File: src/rtl/hour_counter_if.sv
// ============================================================================
//  Module      : hour_counter_if
//  Description : Bus bundle for the BCD hour counter: run/set controls in,
//                BCD hour and day carry out. The 12h display view is only
//                present when HOUR_12H_DISPLAY_EN is defined.
//  Revision    : 1.0 - initial release
// ============================================================================
`default_nettype none

interface hour_counter_if;
    logic       enable;
    logic       hr_inc;
    logic       set_mode;
    logic       set_up;
    logic       set_down;
    logic [3:0] hr_low;
    logic [1:0] hr_high;
    logic       day_inc;
`ifdef HOUR_12H_DISPLAY_EN
    logic [3:0] disp_low;
    logic [1:0] disp_high;
    logic [0:0] pm;
`endif

    // Driver side: clock datapath / testbench
    modport master (
        output enable, hr_inc, set_mode, set_up, set_down,
        input  hr_low, hr_high, day_inc
`ifdef HOUR_12H_DISPLAY_EN
        , disp_low, disp_high, pm
`endif
    );

    // Counter side
    modport slave (
        input  enable, hr_inc, set_mode, set_up, set_down,
        output hr_low, hr_high, day_inc
`ifdef HOUR_12H_DISPLAY_EN
        , disp_low, disp_high, pm
`endif
    );
endinterface

`default_nettype wire

File: src/rtl/hour_counter.sv
// ============================================================================
//  Module      : hour_counter
//  Description : BCD hour counter 00..23 with day carry on 23->00 and a
//                manual set mode (up/down buttons, hold-to-auto-repeat).
//                Optional macro HOUR_12H_DISPLAY_EN adds a registered 12h
//                view (disp_low, disp_high, pm) of the hour.
//  Revision    : 1.0 - initial release
// ============================================================================
`default_nettype none

module hour_counter #(
    parameter int RESET_HOUR    = 0,
    parameter int HOLD_CYCLES   = 500,
    parameter int REPEAT_CYCLES = 100
) (
    input  wire logic     clk,
    input  wire logic     rst,
    hour_counter_if.slave bus
);

    // Hold/repeat counter only has to reach the larger of the two limits
    localparam int c_CNT_MAX = (HOLD_CYCLES > REPEAT_CYCLES) ? HOLD_CYCLES : REPEAT_CYCLES;
    localparam int c_CW      = $clog2(c_CNT_MAX + 1);

    localparam logic [c_CW-1:0] c_HOLD     = c_CW'(HOLD_CYCLES);
    localparam logic [c_CW-1:0] c_REPEAT   = c_CW'(REPEAT_CYCLES);
    localparam logic [3:0]      c_RST_LOW  = 4'(RESET_HOUR % 10);
    localparam logic [1:0]      c_RST_HIGH = 2'(RESET_HOUR / 10);

    typedef enum logic [0:0] {
        ST_RUN = 1'b0,
        ST_SET = 1'b1
    } state_t;

    state_t          r_state;
    logic [3:0]      r_hr_low;
    logic [1:0]      r_hr_high;
    logic            r_day_inc;
    logic            r_up_prev;
    logic            r_dn_prev;
    logic            r_hold_act;
    logic            r_rpt;
    logic [c_CW-1:0] r_cnt;

    logic            w_is_23;
    logic            w_is_00;
    logic [3:0]      w_inc_low;
    logic [1:0]      w_inc_high;
    logic [3:0]      w_dec_low;
    logic [1:0]      w_dec_high;
    logic            w_up_only;
    logic            w_dn_only;
    logic            w_up_edge;
    logic            w_dn_edge;
    logic            w_in_set;
    logic [c_CW-1:0] w_cnt_inc;
    logic [c_CW-1:0] w_limit;
    logic            w_hold_hit;
    logic            w_step_up;
    logic            w_step_dn;
    logic            w_run_inc;
    logic            w_day_wrap;
    logic [3:0]      w_nxt_low;
    logic [1:0]      w_nxt_high;

    assign w_is_23 = (r_hr_high == 2'd2) && (r_hr_low == 4'd3);
    assign w_is_00 = (r_hr_high == 2'd0) && (r_hr_low == 4'd0);

    // BCD +1 and -1 of the current hour, both wrapping inside 00..23
    always_comb begin
        w_inc_low  = r_hr_low + 4'd1;
        w_inc_high = r_hr_high;
        if (w_is_23) begin
            w_inc_low  = 4'd0;
            w_inc_high = 2'd0;
        end else if (r_hr_low == 4'd9) begin
            w_inc_low  = 4'd0;
            w_inc_high = r_hr_high + 2'd1;
        end

        w_dec_low  = r_hr_low - 4'd1;
        w_dec_high = r_hr_high;
        if (w_is_00) begin
            w_dec_low  = 4'd3;
            w_dec_high = 2'd2;
        end else if (r_hr_low == 4'd0) begin
            w_dec_low  = 4'd9;
            w_dec_high = r_hr_high - 2'd1;
        end
    end

    // A press counts only when the other button is released; the edge
    // registers follow the buttons in both states so a button held across
    // a RUN<->SET switch never looks like a fresh press.
    assign w_up_only  = bus.set_up & ~bus.set_down;
    assign w_dn_only  = bus.set_down & ~bus.set_up;
    assign w_up_edge  = w_up_only & ~r_up_prev;
    assign w_dn_edge  = w_dn_only & ~r_dn_prev;
    assign w_in_set   = (r_state == ST_SET) & bus.set_mode;
    assign w_cnt_inc  = r_cnt + c_CW'(1);
    assign w_limit    = r_rpt ? c_REPEAT : c_HOLD;
    assign w_hold_hit = r_hold_act & (w_up_only | w_dn_only) & ~w_up_edge & ~w_dn_edge
                      & (w_cnt_inc == w_limit);
    assign w_step_up  = w_in_set & (w_up_edge | (w_hold_hit & w_up_only));
    assign w_step_dn  = w_in_set & (w_dn_edge | (w_hold_hit & w_dn_only));
    assign w_run_inc  = (r_state == ST_RUN) & bus.hr_inc;
    assign w_day_wrap = w_run_inc & w_is_23;

    // Next hour value: carry in RUN, button steps in SET, otherwise hold
    always_comb begin
        w_nxt_low  = r_hr_low;
        w_nxt_high = r_hr_high;
        if (w_run_inc || w_step_up) begin
            w_nxt_low  = w_inc_low;
            w_nxt_high = w_inc_high;
        end else if (w_step_dn) begin
            w_nxt_low  = w_dec_low;
            w_nxt_high = w_dec_high;
        end
    end

    // RUN/SET state machine with hour, carry and hold/repeat bookkeeping
    always_ff @(posedge clk or negedge rst) begin
        if (!rst) begin
            r_state    <= ST_RUN;
            r_hr_low   <= c_RST_LOW;
            r_hr_high  <= c_RST_HIGH;
            r_day_inc  <= 1'b0;
            r_up_prev  <= 1'b0;
            r_dn_prev  <= 1'b0;
            r_hold_act <= 1'b0;
            r_rpt      <= 1'b0;
            r_cnt      <= '0;
        end else if (bus.enable) begin
            r_up_prev <= bus.set_up;
            r_dn_prev <= bus.set_down;
            r_hr_low  <= w_nxt_low;
            r_hr_high <= w_nxt_high;
            r_day_inc <= w_day_wrap;
            case (r_state)
                ST_RUN: begin
                    if (bus.set_mode) begin
                        r_state <= ST_SET;
                    end
                    r_hold_act <= 1'b0;
                    r_rpt      <= 1'b0;
                    r_cnt      <= '0;
                end
                ST_SET: begin
                    if (!bus.set_mode) begin
                        r_state    <= ST_RUN;
                        r_hold_act <= 1'b0;
                        r_rpt      <= 1'b0;
                        r_cnt      <= '0;
                    end else if (w_up_edge || w_dn_edge) begin
                        // Fresh press: start timing the hold from this cycle
                        r_hold_act <= 1'b1;
                        r_rpt      <= 1'b0;
                        r_cnt      <= '0;
                    end else if (r_hold_act && (w_up_only || w_dn_only)) begin
                        if (w_cnt_inc == w_limit) begin
                            r_rpt <= 1'b1;
                            r_cnt <= '0;
                        end else begin
                            r_cnt <= w_cnt_inc;
                        end
                    end else begin
                        // Released, both pressed, or held without a fresh edge
                        r_hold_act <= 1'b0;
                        r_rpt      <= 1'b0;
                        r_cnt      <= '0;
                    end
                end
            endcase
        end else begin
            r_day_inc <= 1'b0;
        end
    end

    assign bus.hr_low  = r_hr_low;
    assign bus.hr_high = r_hr_high;
    assign bus.day_inc = r_day_inc;

`ifdef HOUR_12H_DISPLAY_EN
    // Maps a BCD 24h hour to {pm, tens[1:0], units[3:0]} of the 12h view
    function automatic logic [6:0] f_to_12h(input logic [1:0] h, input logic [3:0] l);
        logic [4:0] v;
        logic [4:0] v12;
        logic       hi;
        v = (5'(h) * 5'd10) + 5'(l);
        if (v == 5'd0) begin
            v12 = 5'd12;
        end else if (v > 5'd12) begin
            v12 = v - 5'd12;
        end else begin
            v12 = v;
        end
        hi = (v12 >= 5'd10);
        return {(v >= 5'd12), {1'b0, hi}, 4'(hi ? (v12 - 5'd10) : v12)};
    endfunction

    localparam logic [6:0] c_RST_DISP = f_to_12h(c_RST_HIGH, c_RST_LOW);

    logic [6:0] r_disp;

    // 12h view registered from the same next-hour value as hr_low/hr_high
    always_ff @(posedge clk or negedge rst) begin
        if (!rst) begin
            r_disp <= c_RST_DISP;
        end else if (bus.enable) begin
            r_disp <= f_to_12h(w_nxt_high, w_nxt_low);
        end
    end

    assign bus.disp_low  = r_disp[3:0];
    assign bus.disp_high = r_disp[5:4];
    assign bus.pm        = r_disp[6:6];
`endif

endmodule

`default_nettype wire

File: src/flat_wrapper.sv
// flat-port wrapper written by rule: the top's interface ports become plain ports
module hour_counter_flat 
#(
    parameter int RESET_HOUR    = 0,
    parameter int HOLD_CYCLES   = 500,
    parameter int REPEAT_CYCLES = 100
)
  (clk, rst, bus_enable, bus_hr_inc, bus_set_mode, bus_set_up, bus_set_down, bus_hr_low, bus_hr_high, bus_day_inc);
  hour_counter_if bus_i ();
  input  wire logic clk;
  input  wire logic rst;
  input wire logic [$bits(bus_i.enable)-1:0] bus_enable;
  input wire logic [$bits(bus_i.hr_inc)-1:0] bus_hr_inc;
  input wire logic [$bits(bus_i.set_mode)-1:0] bus_set_mode;
  input wire logic [$bits(bus_i.set_up)-1:0] bus_set_up;
  input wire logic [$bits(bus_i.set_down)-1:0] bus_set_down;
  output wire logic [$bits(bus_i.hr_low)-1:0] bus_hr_low;
  output wire logic [$bits(bus_i.hr_high)-1:0] bus_hr_high;
  output wire logic [$bits(bus_i.day_inc)-1:0] bus_day_inc;
  assign bus_i.enable = bus_enable;
  assign bus_i.hr_inc = bus_hr_inc;
  assign bus_i.set_mode = bus_set_mode;
  assign bus_i.set_up = bus_set_up;
  assign bus_i.set_down = bus_set_down;
  assign bus_hr_low = bus_i.hr_low;
  assign bus_hr_high = bus_i.hr_high;
  assign bus_day_inc = bus_i.day_inc;
  hour_counter #(.RESET_HOUR(RESET_HOUR), .HOLD_CYCLES(HOLD_CYCLES), .REPEAT_CYCLES(REPEAT_CYCLES)) u_core (.clk(clk), .rst(rst), .bus(bus_i));
endmodule
File: config.mk
export PLATFORM = sky130hd
export DESIGN_NAME = hour_counter_flat
export DESIGN_NICKNAME = d
export VERILOG_FILES = /design/src/rtl/hour_counter_if.sv /design/src/rtl/hour_counter.sv /design/src/flat_wrapper.sv
export SDC_FILE = /design/constraint.sdc
export NUM_CORES = 1
export LEC_CHECK = 0
export ABC_AREA = 1
export BUFFER_PORTS_ARGS = -buffer_cell sky130_fd_sc_hd__buf_2
export CORE_ASPECT_RATIO = 0.6
export CORE_UTILIZATION = 52
export DETAILED_ROUTE_END_ITERATION = 12
export HOLD_SLACK_MARGIN = 0.03
export PLACE_DENSITY = 0.74
export SLEW_MARGIN = 20
export SYNTH_ARGS = -nofsm -noshare
export SYNTH_HDL_FRONTEND = slang
export SYNTH_SLANG_ARGS = --single-unit
File: constraint.sdc
create_clock -name clk -period 1.9 [get_ports clk]
set_clock_uncertainty 0.2 [all_clocks]
set_input_delay 0.19 -clock clk [delete_from_list [all_inputs] [get_ports clk]]
set_output_delay 0.19 -clock clk [all_outputs]
set_load 0.005 [all_outputs]
---- Yosys cells after proc, flatten, opt, wreduce, memory -nomap -nowiden ----
Cells that the tools add are included.
storage, ports and cells
  output and inout port bits .............. 7
  input port bits ......................... 7
  word-level logic and storage cells ...... 89
  bits in registers ....................... 21
operators by class
  reduce and logical (&&, ||, !) cells .... 14
  $add $sub $neg .......................... 5
  bitwise gates (word level) .............. 25
  eq/ne operators ......................... 7
  multiplexer cells ....................... 29
operator list
  cell                                                                     count
  9-bit two-way mux                                                        5
  4-bit two-way mux                                                        6
  9-bit case mux with 2 select lines                                       1
  1-bit AND                                                                15
  2-bit two-way mux                                                        6
  9-bit by 1-bit adder with 9-bit output, second input constant            1
  9-bit equality test                                                      1
  1-bit two-way mux                                                        9
  1-bit inverter                                                           7
  2-bit AND reduction                                                      3
  5-bit inequality test, second input constant                             1
  4-bit by 1-bit adder with 4-bit output, second input constant            1
  4-bit by 2-bit equality test with 1-bit output, second input constant    1
  4-bit equality test, second input constant                               1
  4-bit zero test                                                          1
  4-bit inequality test, second input constant                             1
  1-bit case mux with 2 select lines                                       2
  4-bit AND reduction                                                      1
  4-bit by 1-bit subtractor with 4-bit output, second input constant       1
  1-bit logical AND                                                        3
  1-bit logical OR                                                         3
  3-bit by 1-bit inequality test with 1-bit output, second input constant  1
  1-bit OR                                                                 3
  3-bit nonzero test                                                       1
  5 further kinds                                                          5

---- Depth between registers and ports, before layout ----
Gate-level depths: netlist of run 1.
  depth after elaboration ................. 13
  gate-level depth with buffers ........... 17
  mapped depth without buffers ............ 17

---- Worst setup path before layout of run 1 ----
No wires, ideal clock.
  kind .................................... register to register
  from .................................... register u_core.r_cnt[0]
  to ...................................... register u_core.r_hr_high[0], in the netlist u_core.bus.hr_high[0]
  cell stages (with the launch flop) ...... 18
  clock period less this slack ............ 2.016 ns
  arrival ................................. 1.699 ns
  data required time ...................... 1.583 ns
  path slack .............................. -0.116 ns
  buffers on the path ..................... 0
  cell sequence ........................... dfrtp_1 ha_1 nand3_1 inv_2 nand2_1 nand2_1 nand2_2 nand3_1 nand2_1 nand4_2 nand2_2 nand2_4 nand2_4 nand3_2 inv_2 nor2_2 nand2_1 nand2_1
between the ends
  cells in the longest elaborated chain, start to end .. 9
  elaborated cells on any way between the ends .. 15
  those cells by class .................... 1 x add/sub; 2 x eq/ne; 1 x mux; 7 x bitwise; 4 x reduce/logical
RTL lines
  element                                                                             RTL line             RTL
  start: declaration                                                                  hour_counter.sv:43   logic [c_CW-1:0] r_cnt;
  start signal: assignment                                                            hour_counter.sv:165  r_cnt <= w_cnt_inc;
  9-bit by 1-bit adder with 9-bit output (*)                                          hour_counter.sv:100  assign w_cnt_inc = r_cnt + c_CW'(1);
  9-bit equality test (*)                                                             hour_counter.sv:103  & (w_cnt_inc == w_limit);
  1-bit AND (*)                                                                       hour_counter.sv:103
  1-bit AND                                                                           hour_counter.sv:104  assign w_step_up = w_in_set & (w_up_edge | (w_hold_hit & w_up_only));
  1-bit OR                                                                            hour_counter.sv:104
  1-bit AND                                                                           hour_counter.sv:104
  1-bit logical OR                                                                    hour_counter.sv:113  if (w_run_inc || w_step_up) begin
  3-bit by 1-bit inequality test with 1-bit output (no line) (tied with other cells)  n/a
  4-bit AND reduction (no line)                                                       n/a
  end signal: assignment                                                              hour_counter.sv:127  r_hr_high <= c_RST_HIGH;
  end signal: assignment                                                              hour_counter.sv:138  r_hr_high <= w_nxt_high;
  end: declaration                                                                    hour_counter.sv:37   logic [1:0] r_hr_high;
Every way passes the cells marked *; elsewhere a longest branch is shown, timed or not.
A chain may end at the register's enable or synchronous reset.

---- Worst setup path after layout of run 1 ----
  from .................................... register u_core.r_cnt[1]
  to ...................................... register u_core.r_hr_high[1], in the netlist u_core.bus.hr_high[1]
Same word-level chain as after synthesis.

==> reports/results.tsv, run 1 <==
stage	metric	value	unit
placement	place_worst_setup_slack	-285	ps
timing	maxSlewHeadroom	0.685	
power	vdd_ir_drop_max	527	uV
timing	period_minus_slack	2230	ps
synthesis	main_combinational_cell_family_by_area_after_synthesis	simple AND/OR/NAND/NOR gates	
clock_network	clk-insertion-delay-late	270	ps
drt	routedLengthMet1	1790	um
synthesis	syn-num-nets	208	
floorplanning	die_area	2950	um^2
timing	hold_violation_count_in_the_final_report	0	
synthesis	avgSynthCellArea	7.40	um^2
synthesis	synth-simple-area-share	0.307	
grt	grt_first_pass_wirelength	5870	um
critical_path	critPathKind	flop to flop	
timing	fin_crit_sh	1.17	
placement	place_congestion	0.837	
critical_path	cp-start-kind	flop	
synthesis	cell_area_after_synthesis	1420	um^2
synthesis	synth_fa_ha_area_frac	0.0793	
clock_network	htree_levels	1	
drt	met3RoutedLength	267	um
power	p_leak	0.890	nW
critical_path	cp_data_required_time	1860	ps
critical_path	critPathCaptureType	flop	
drt	vias	1422	
synthesis	synth_compound_gate_area_share	0.116	
job	max_cap_check_violation_count	0	
run_status	violated_checks	setup timing	
timing	finalMaxSlewViolations	0	
floorplanning	core-area	2540	um^2
min_path	hold_class	primary input to flop	
timing	hold-worst-slack	43.7	ps
synthesis	syn-instance-count	192	
clock_network	clk_pin_slew	70	ps
power	p_per_area	851	nW/um^2
floorplanning	floorplan.die.height	42.5	um
drt	post-route-drc-count	0	
synthesis	ys.warnings.count	0	
clock_network	clock-sinks	21	
placement	placedInstanceArea	1650	um^2
grt	first_global_vias	1303	
run_status	outcome	complete, but fails checks	
grt	number_of_antenna_violations_at_the_first_check_in_global_routing	0	
synthesis	synthXorXnorAreaFrac	0.0370	
layout	stdcell_area	1880	um^2
drt	detail-route-antenna-nets	0	
critical_path	path_max_fanout	8	
clock_network	cts_buffers	3	
floorplanning	fp-row-count	14	
critical_path	cp_slowest_stage_delay	440	ps
layout	final_core_utilization	0.740	
timing	rsz0062_at_grt	yes	
layout	nets	243	
timing	worst-slew-pin-transition	473	ps
layout	final_common_cell	sky130_fd_sc_hd__nand2_1	
timing	final-setup-viol-count	16	
critical_path	chain_of_cells_forming_the_critical_path	ha_4 -> nand3_4 -> inv_4 -> nand3_2 -> nand2_4 -> nand3_2 -> nand2_2 -> nand4_4 -> nand2_2 -> nand2_4 -> nand2_8 -> nand3_4 -> inv_2 -> nor2_2 -> nand2_1 -> nand2_1	
clock_network	cts_root_buf	sky130_fd_sc_hd__clkbuf_8	
drt	routedWlPerCell	15.2	um
clock_network	tritoncts	done	
layout	syn2layout_area_growth	32.3	%
grt	grt_usage	0.256	
layout	drive_above_1_share	0.332	
critical_path	endpoint_arrival_time_on_the_critical_path	2190	ps
floorplanning	initial_core_util	0.559	
drt	drt-vias-per-instance	5.51	
placement	place.detailed.hpwl	2650	um
drt	met2RoutedLength	1790	um
timing	timing.fmax	0.448	GHz
synthesis	postSynthRegisterBits	21	
timing	timing.final.ws_setup	-331	ps
placement	place.port_buffers	13	
drt	first_pass_iters	4	
synthesis	seq_area_frac_synth	0.370	
timing	fin_tns_setup	-2350	ps
synthesis	synth_cell_types	25	
grt	grt_max_degree	22	
grt	grt_overflow_total	0	
floorplanning	dieWidth	69.5	um
drt	topRoutingLayerUsed	met4	
critical_path	worst_path_max_delay_cell	sky130_fd_sc_hd__dfrtp_1	
floorplanning	boundaryPins	14	
layout	num-fill-cells	186	
layout	insertedDiodeCount	0	
layout	most-common-layout-cells	34 x sky130_fd_sc_hd__nand2_1, 28 x sky130_fd_sc_hd__inv_1, 19 x sky130_fd_sc_hd__dfrtp_1, 15 x sky130_fd_sc_hd__buf_4	
clock_network	cts-root-to-sink-buffers	2	
drt	drt_iter0_markers	80	
drt	postRouteWirelength	3920	um
synthesis	mux_contribution_to_synthesized_area	0	
cells by family (layout without fill, tap and decap cells):
logic type,count (synthesis),in the layout
compound gates,28,28
xor+xnor,6,6
fa+ha+maj,9,9
buf+inv,34,68
flops,21,21
simple gates,94,94
registers in the layout, summed over array words and instances, names as in the netlist:
| name | flops |
|---|---|
| u_core.r_dn_prev | 1 |
| u_core.r_up_prev | 1 |
| u_core.r_rpt | 1 |
| u_core.r_hold_act | 1 |
| u_core.r_cnt | 9 |
| u_core.bus.hr_high | 2 |
| u_core.bus.hr_low | 4 |
| u_core.bus.day_inc | 1 |
| u_core.r_state | 1 |
metrics by stage:
step / power, W / std cells
2_1_floorplan: 0.00102 / 192
3_3_place_gp: 0.00120 / 248
3_5_place_dp: 0.00123 / 248
4_1_cts: 0.00156 / 255
5_1_grt: 0.00172 / 258
6_report: 0.00160 / 258
routing by layer:
layer | vias to the layer above | track usage
li1 | 688 | -
met3 | 9 | 0.0577
met1 | 676 | 0.375
met5 | - | 0
met2 | 49 | 0.392
met4 | 0 | 0.0449
worst paths after layout:
check | depth (start not counted) | slack, ps | from | to
setup / recovery | 16 | -330 | u_core.r_cnt[1] | u_core.bus.hr_high[1]
min in group asynchronous | 2 | 200 | rst | u_core.r_cnt[5]
setup reg to reg | 16 | -330 | u_core.r_cnt[1] | u_core.bus.hr_high[1]
hold reg to reg | 2 | 340 | u_core.bus.hr_high[1] | u_core.bus.hr_high[1]
hold / removal | 3 | 40 | bus_set_down | u_core.r_dn_prev
max in group asynchronous | 2 | 950 | rst | u_core.r_cnt[3]
worst max-delay path, delay by kind of cell, from the launching register on:
family        cells  cell delay (ps)
flops             1              440
fa+ha+maj         1              180
simple gates     13             1150
buf+inv           2              160
layout make-up:
class                           count  area [um^2]  area share
Clock inverter                      1         5.00     0.00266
Sequential cell                    21          528       0.281
Tap cell                           32         40.0      0.0213
Timing Repair Buffer               31          209       0.111
Multi-Input combinational cell    137          927       0.493
Inverter                           33          129      0.0686
Clock buffer                        3         41.3      0.0220
where the power goes:
group          leakage, nW  internal (W)  switching [W]  total, W
Combinational        0.588      0.000294       0.000421  0.000715
Clock               0.0255      0.000146       0.000153  0.000299
Sequential           0.277      0.000511      0.0000732  0.000585
Total                0.890      0.000952       0.000647   0.00160
cells in the mapped netlist:
cell                        n  area, um^2
sky130_fd_sc_hd__xnor2_1    1        8.76
sky130_fd_sc_hd__inv_2      4        15.0
sky130_fd_sc_hd__nand2_4    2        22.5
sky130_fd_sc_hd__ha_1       9         113
sky130_fd_sc_hd__nor2_1    14        52.6
sky130_fd_sc_hd__nand4_1    1        6.26
sky130_fd_sc_hd__o21ai_0   10        50.1
sky130_fd_sc_hd__xor2_1     5        43.8
sky130_fd_sc_hd__nand2_1   44         165
sky130_fd_sc_hd__o22ai_1    9        56.3
sky130_fd_sc_hd__nand3_1   21         105
sky130_fd_sc_hd__or2_1      1        6.26
sky130_fd_sc_hd__a32o_1     1        10.0
sky130_fd_sc_hd__nand3_2    2        20.0
sky130_fd_sc_hd__dfrtp_1   21         526
sky130_fd_sc_hd__inv_1     29         109
sky130_fd_sc_hd__nor2_2     2        12.5
sky130_fd_sc_hd__nand2_2    3        18.8
sky130_fd_sc_hd__o21bai_2   1        11.3
sky130_fd_sc_hd__clkbuf_1   1        3.75
sky130_fd_sc_hd__o21ai_1    5        25.0
sky130_fd_sc_hd__nor3_1     3        15.0
sky130_fd_sc_hd__o211ai_1   1        7.51
sky130_fd_sc_hd__a21oi_1    1        5.00
sky130_fd_sc_hd__nand4_2    1        12.5
repair_timing:
action	in CTS	in global routing
pin swaps	2	8
resized for setup	13	22
gates cloned	0	0
buffers inserted	1	3
hold buffers	2	0
endpoints found under the setup margin	14	16
endpoints found under the hold margin	22	0
No activity file was read; power rests on OpenSTA's default activity.
==> inputs of run 2 (changes only) <==
Settings changed: CORE_UTILIZATION 52 to 55, PLACE_DENSITY 0.74 to 0.75.
Clock period 1.9 ns to 2.5 ns, I/O delays scaled along.
==> run 2 against run 1 <==
Effect of this change:
- utilization is 4.9 points lower
- power is 29% lower
- critical path depth stayed put
- critical path type unchanged
- largest power group unchanged
- non-clock buffer count is 16 lower
- worst setup slack better by 590 ps
- the run now ends clean
- clock power is 27% lower
- clock-buffer cell count is 1 higher
- design area is 16% lower
- cell count is 7.0% lower
- fmax is 0.53% lower
==> reports/results.tsv, run 2 (same netlist as run 1, synthesis figures left out) <==
stage	metric	value	unit	change
critical_path	path_max_fanout	9		was 8
floorplanning	fp-row-count	13		was 14
layout	stdcell_area	1580	um^2	was 1880 um^2
timing	hold_violation_count_in_the_final_report	0		unchanged
drt	vias	1227		was 1422
drt	post-route-drc-count	0		unchanged
clock_network	ctsResizeCount	0		was 13
power	p_per_area	713	nW/um^2	was 851 nW/um^2
power	vdd_ir_drop_max	441	uV	was 527 uV
critical_path	critPathMostFrequentCell	sky130_fd_sc_hd__nand2_1		
clock_network	cts_root_buf	sky130_fd_sc_hd__clkbuf_8		unchanged
floorplanning	core-area	2290	um^2	was 2540 um^2
grt	grt_max_degree	22		unchanged
job	max_cap_check_violation_count	0		unchanged
placement	place.port_buffers	13		unchanged
drt	drt-vias-per-instance	5.11		was 5.51
drt	drt_iter0_markers	137		was 80
critical_path	chain_of_cells_forming_the_critical_path	ha_1 -> nand3_1 -> inv_2 -> nand2_1 -> nand2_1 -> nand3_1 -> o21bai_2 -> nand4_2 -> nand2_2 -> nand2_4 -> nand2_4 -> nand3_2 -> inv_2 -> nor2_2 -> nand2_1 -> nand2_1		was ha_4 -> nand3_4 -> inv_4 -> nand3_2 -> nand2_4 -> nand3_2 -> nand2_2 -> nand4_4 -> nand2_2 -> nand2_4 -> nand2_8 -> nand3_4 -> inv_2 -> nor2_2 -> nand2_1 -> nand2_1
run_status	outcome	completed		was complete, but fails checks
timing	maxSlewHeadroom	0.689		was 0.685
drt	first_pass_iters	4		unchanged
clock_network	cts_buffers	3		unchanged
drt	detail-route-antenna-nets	0		unchanged
timing	fin_tns_setup	0	ps	was -2350 ps
clock_network	htree_levels	1		unchanged
critical_path	ff2ff_setup_slack	260	ps	was -330 ps
grt	grt_first_pass_wirelength	4610	um	was 5870 um
drt	routedWlPerCell	12.0	um	was 15.2 um
placement	place_worst_setup_slack	282	ps	was -285 ps
layout	finalNonFillerCells	240		was 258
layout	insertedDiodeCount	0		unchanged
layout	largest_register_ffs	9		unchanged
clock_network	tritoncts	done		unchanged
floorplanning	floorplan.die.height	41.4	um	was 42.5 um
timing	rsz0062_at_grt	no		was yes
critical_path	worst_path_max_delay_cell	sky130_fd_sc_hd__dfrtp_1		unchanged
floorplanning	boundaryPins	14		unchanged
grt	grt_usage	0.239		was 0.256
critical_path	critPathCaptureType	flop		unchanged
layout	final_common_cell	sky130_fd_sc_hd__nand2_1		unchanged
grt	grt_overflow_total	0		unchanged
layout	regMostFlops	u_core.r_cnt		unchanged
critical_path	cp-start-kind	flop		unchanged
drt	postRouteWirelength	2890	um	was 3920 um
layout	syn2layout_area_growth	11.5	%	was 32.3%
critical_path	cp_data_required_time	2450	ps	was 1860 ps
critical_path	cp_slowest_stage_delay	390	ps	was 440 ps
floorplanning	initial_core_util	0.619		was 0.559
layout	multiInputGateArea	767	um^2	was 927 um^2
layout	most-common-layout-cells	44 x sky130_fd_sc_hd__nand2_1, 29 x sky130_fd_sc_hd__inv_1, 21 x sky130_fd_sc_hd__nand3_1, 21 x sky130_fd_sc_hd__dfrtp_1, 14 x sky130_fd_sc_hd__nor2_1		was 34 x sky130_fd_sc_hd__nand2_1, 28 x sky130_fd_sc_hd__inv_1, 19 x sky130_fd_sc_hd__dfrtp_1, 15 x sky130_fd_sc_hd__buf_4
floorplanning	die_area	2800	um^2	was 2950 um^2
clock_network	clock-sinks	21		unchanged
placement	place_congestion	0.837		about the same
placement	place.detailed.hpwl	2200	um	was 2650 um
min_path	hold_class	primary input to flop		unchanged
timing	final-setup-viol-count	0		was 16
clock_network	cts-root-to-sink-buffers	2		unchanged
timing	fin_crit_sh	0.897		was 1.17
clock_network	clk-insertion-delay-late	260	ps	was 270 ps
layout	nets	227		was 243
timing	finalMaxSlewViolations	0		unchanged
floorplanning	dieWidth	67.6	um	was 69.5 um
timing	period_minus_slack	2240	ps	was 2230 ps
critical_path	endpoint_arrival_time_on_the_critical_path	2190	ps	about the same
layout	drive_above_1_share	0.148		was 0.332
layout	num-fill-cells	183		was 186
grt	number_of_antenna_violations_at_the_first_check_in_global_routing	0		unchanged
clock_network	clk_pin_slew	70	ps	about the same
layout	final-seq-area	526	um^2	was 528 um^2
timing	worst-slew-pin-transition	467	ps	was 473 ps
timing	timing.final.ws_setup	257	ps	was -331 ps
placement	placed_cells_incl_taps	234		was 248
layout	final_core_utilization	0.691		was 0.740
power	p_leak	0.801	nW	was 0.890 nW
critical_path	critPathKind	flop to flop		unchanged
timing	timing.fmax	0.446	GHz	was 0.448 GHz
placement	placedInstanceArea	1520	um^2	was 1650 um^2
grt	first_global_vias	977		was 1303
==> run 2: report_power, final <==
part,total [W],switching (W),internal (W)
registers,0.000455,0.0000662,0.000389
logic,0.000457,0.000271,0.000186
clock network,0.000217,0.000103,0.000113
==> run 2: worst paths after layout <==
path / depth (start not counted) / endpoint / start
worst max-delay path: 16 / u_core.bus.hr_high[1] / u_core.r_cnt[1]
worst min-delay path: 3 / u_core.r_dn_prev / bus_set_down
worst max register to register: 16 / u_core.bus.hr_high[1] / u_core.r_cnt[1]
worst min register to register: 2 / u_core.r_rpt / u_core.r_rpt
max in group asynchronous: 2 / u_core.r_up_prev / rst
min in group asynchronous: 2 / u_core.r_cnt[5] / rst
==> run 2: layout make-up <==
type	instances	share of cell area
well taps	30	0.0237
repair buffers	15	0.0537
flip-flops and latches	21	0.332
multi-input cells	137	0.484
inverters	33	0.0782
clock buffers	4	0.0284
==> run 2: timing repair <==
action                                 4_1_cts  5_1_grt
buffers inserted                             0        0
hold buffers                                 2        0
endpoints found under the hold margin       22        0
==> run 2: metal layers <==
metal | track usage | up-vias | wire (um)
li1 | - | 655 | -
met1 | 0.351 | 547 | 1610
met2 | 0.351 | 23 | 1130
met3 | 0.0652 | 2 | 133
met4 | 0.0479 | 0 | 8
met5 | 0 | - | 0
==> run 2: stage by stage <==
| step | hold slack (ps) | total power, W |
|---|---|---|
| after floorplan | -246 | 0.000773 |
| after global placement | 23.7 | 0.000903 |
| after detailed placement | 30.6 | 0.000910 |
| after CTS | 87.2 | 0.00113 |
| after global routing | 106 | 0.00124 |
| final | 90.0 | 0.00113 |
==> run 2: critical path: cells and delay by family, from the launching register on <==
kind,cells,cell delay [ps]
flops,1,390
fa+ha+maj,1,240
buf+inv,2,170
simple gates,12,980
compound gates,1,150
==> inputs of run 3 (changes only) <==
Settings changed: CORE_MARGIN set to 10, CORE_UTILIZATION 55 to 58, PLACE_DENSITY 0.75 to 0.78.
==> run 3 against run 2 <==
Effect of this change:
- design area did not move
- worst hold slack got worse by 16 ps
- worst setup slack improved by 28 ps
- sequential share of layout area did not move
- via count rose by 3.9%
- sequential power barely moved
- utilization rose by 1.5 points
- clock power rose by 4%
- power rose by 2.0%
- critical endpoint is now u_core.bus.hr_high[0]
==> reports/results.tsv, run 3 (same netlist as run 1, synthesis figures left out) <==
stage	metric	value	unit	change
placement	place.detailed.hpwl	2520	um	was 2200 um
critical_path	path_max_fanout	9		unchanged
drt	routedWlPerCell	13.5	um	was 12.0 um
critical_path	crit_buf_inv	2		unchanged
drt	postRouteWirelength	3230	um	was 2890 um
critical_path	cp-start-kind	flop		unchanged
drt	drt_iter0_markers	167		was 137
floorplanning	die_area	4890	um^2	was 2800 um^2
critical_path	cp_slowest_stage_delay	390	ps	about the same
clock_network	tritoncts	done		unchanged
critical_path	chain_of_cells_forming_the_critical_path	ha_1 -> nand3_1 -> inv_2 -> nand3_1 -> nand2_2 -> nand3_1 -> nand2_1 -> nand4_2 -> nand2_2 -> nand2_4 -> nand2_4 -> nand3_2 -> inv_2 -> nor2_2 -> nand2_1 -> nand2_1		was ha_1 -> nand3_1 -> inv_2 -> nand2_1 -> nand2_1 -> nand3_1 -> o21bai_2 -> nand4_2 -> nand2_2 -> nand2_4 -> nand2_4 -> nand3_2 -> inv_2 -> nor2_2 -> nand2_1 -> nand2_1
clock_network	hold_buffers	2		unchanged
grt	grt.met2_usage	0.193		was 0.351
grt	number_of_antenna_violations_at_the_first_check_in_global_routing	0		unchanged
clock_network	htree_levels	1		unchanged
drt	vias	1275		was 1227
critical_path	critPathCaptureType	flop		unchanged
drt	drt-vias-per-instance	5.31		was 5.11
drt	detail-route-antenna-nets	0		unchanged
layout	final_common_cell	sky130_fd_sc_hd__nand2_1		unchanged
grt	grt_overflow_total	0		unchanged
floorplanning	fp-row-count	13		unchanged
timing	maxSlewHeadroom	0.673		was 0.689
clock_network	cts_root_buf	sky130_fd_sc_hd__clkbuf_8		unchanged
critical_path	endpoint_arrival_time_on_the_critical_path	2170	ps	was 2190 ps
grt	grt_util_met1	0.190		was 0.351
drt	first_pass_iters	4		unchanged
power	p_per_area	727	nW/um^2	was 713 nW/um^2
layout	syn2layout_area_growth	11.5	%	unchanged
timing	rsz0062_at_grt	no		unchanged
timing	fin_tns_setup	0	ps	unchanged
timing	hold_violation_count_in_the_final_report	0		unchanged
clock_network	clk-insertion-delay-late	260	ps	about the same
timing	finalMaxSlewViolations	0		unchanged
floorplanning	floorplan.die.height	58.3	um	was 41.4 um
clock_network	cts-root-to-sink-buffers	2		unchanged
grt	grt_usage	0.133		was 0.239
power	combinational_group_share_of_total_power	0.409		was 0.405
grt	first_global_vias	1130		was 977
power	power.internal	0.000687	W	was 0.000688 W
layout	nets	227		unchanged
timing	timing.fmax	0.452	GHz	was 0.446 GHz
critical_path	cp_top_family	simple AND/OR/NAND/NOR gates		unchanged
placement	placed_cells_incl_taps	234		unchanged
job	max_cap_check_violation_count	0		unchanged
layout	finalNonFillerCells	240		unchanged
grt	grt_max_degree	22		unchanged
floorplanning	initial_core_util	0.633		was 0.619
run_status	outcome	completed		unchanged
power	vdd_ir_drop_max	413	uV	was 441 uV
power	clkPwrFrac	0.196		was 0.192
critical_path	critPathKind	flop to flop		unchanged
power	pwr-share-seq	0.395		was 0.403
layout	num-fill-cells	195		was 183
layout	largest_register_ffs	9		unchanged
grt	top_usage_layer	met2		unchanged
grt	grt_first_pass_wirelength	5520	um	was 4610 um
timing	fin_crit_sh	0.886		was 0.897
power	netSwitchingFraction	0.403		was 0.390
floorplanning	core-area	2240	um^2	was 2290 um^2
clock_network	ctsResizeCount	0		unchanged
timing	final-setup-viol-count	0		unchanged
power	p_leak	0.801	nW	unchanged
clock_network	clk_pin_slew	80	ps	was 70 ps
floorplanning	boundaryPins	14		unchanged
critical_path	cp_data_required_time	2460	ps	was 2450 ps
timing	worst-slew-pin-transition	491	ps	was 467 ps
placement	place.port_buffers	13		unchanged
grt	grt_util_met3	0.0453		was 0.0652
drt	post-route-drc-count	0		unchanged
layout	drive_above_1_share	0.148		unchanged
timing	period_minus_slack	2210	ps	was 2240 ps
min_path	hold_class	primary input to flop		unchanged
clock_network	cts_buffers	3		unchanged
critical_path	worst_path_max_delay_cell	sky130_fd_sc_hd__dfrtp_1		unchanged
layout	most-common-layout-cells	44 x sky130_fd_sc_hd__nand2_1, 29 x sky130_fd_sc_hd__inv_1, 21 x sky130_fd_sc_hd__nand3_1, 21 x sky130_fd_sc_hd__dfrtp_1, 14 x sky130_fd_sc_hd__nor2_1		unchanged
placement	place_congestion	0.907		was 0.837
clock_network	post_cts.repair.setup_buffers	0		unchanged
layout	insertedDiodeCount	0		unchanged
floorplanning	dieWidth	83.9	um	was 67.6 um
layout	regMostFlops	u_core.r_cnt		unchanged
power	p_switching	0.000464	W	was 0.000440 W
clock_network	clock-sinks	21		unchanged
==> run 3: cell counts in the layout (fill, tap and decap cells not counted) <==
No cell type changed its count.
==> run 3: final timing paths <==
kind | from | to | slack [ps] | cells after the start
worst max-delay path | u_core.r_cnt[1] | u_core.bus.hr_high[0] | 290 | 16
worst min-delay path | bus_set_down | u_core.r_dn_prev | 70 | 3
worst max register to register | u_core.r_cnt[1] | u_core.bus.hr_high[0] | 290 | 16
worst min register to register | u_core.r_dn_prev | u_core.r_dn_prev | 320 | 2
max in group asynchronous | rst | u_core.r_cnt[6] | 1490 | 2
min in group asynchronous | rst | u_core.r_state | 270 | 2
==> run 3: power groups by stage <==
stage	sequential, W	clock, W	combinational, W
3_5_place_dp	0.000462	0	0.000464
5_1_grt	0.000469	0.000246	0.000540
6_report	0.000455	0.000226	0.000470
4_1_cts	0.000456	0.000225	0.000471
3_3_place_gp	0.000462	0	0.000456
2_1_floorplan	0.000456	0	0.000317
==> run 3: worst reg2reg max path, cell delays in order (launching register included) <==
cell and delay (ps):
sky130_fd_sc_hd__dfrtp_1 390, sky130_fd_sc_hd__ha_1 240, sky130_fd_sc_hd__nand3_1 130, sky130_fd_sc_hd__inv_2 90, sky130_fd_sc_hd__nand3_1 90, sky130_fd_sc_hd__nand2_2 110, sky130_fd_sc_hd__nand3_1 70, sky130_fd_sc_hd__nand2_1 90
sky130_fd_sc_hd__nand4_2 120, sky130_fd_sc_hd__nand2_2 100, sky130_fd_sc_hd__nand2_4 60, sky130_fd_sc_hd__nand2_4 110, sky130_fd_sc_hd__nand3_2 110, sky130_fd_sc_hd__inv_2 70, sky130_fd_sc_hd__nor2_2 40, sky130_fd_sc_hd__nand2_1 50
sky130_fd_sc_hd__nand2_1 50
==> run 3: per-stage QoR <==
step | hold slack (ps) | utilization | setup slack (ps) | power, W | cell area [um^2]
detailed placement | 37.7 | 0.677 | 325 | 0.000926 | 1520
finish | 74.3 | 0.706 | 285 | 0.00115 | 1580
floorplan | -246 | - | 484 | 0.000773 | 1420
CTS | 75.5 | 0.706 | 301 | 0.00115 | 1580
global placement | 27.6 | 0.677 | 379 | 0.000917 | 1520
global route | 97.9 | 0.706 | 72.1 | 0.00126 | 1580
==> run 3: final cells by class <==
cell class	count	area, um^2	area share
timing repair buffer	15	85.1	0.0537
clock buffer	4	45.0	0.0284
multi-input combinational	137	767	0.484
inverter	33	124	0.0782
tap	30	37.5	0.0237
sequential	21	526	0.332
==> run 3: metal layers <==
| metal | share of wire | vias up | routed length, um |
|---|---|---|---|
| met5 | 0 | - | 0 |
| met4 | 0.0025 | 0 | 8 |
| met3 | 0.064 | 2 | 206 |
| met2 | 0.42 | 31 | 1350 |
| met1 | 0.52 | 582 | 1670 |
| li1 | - | 660 | - |
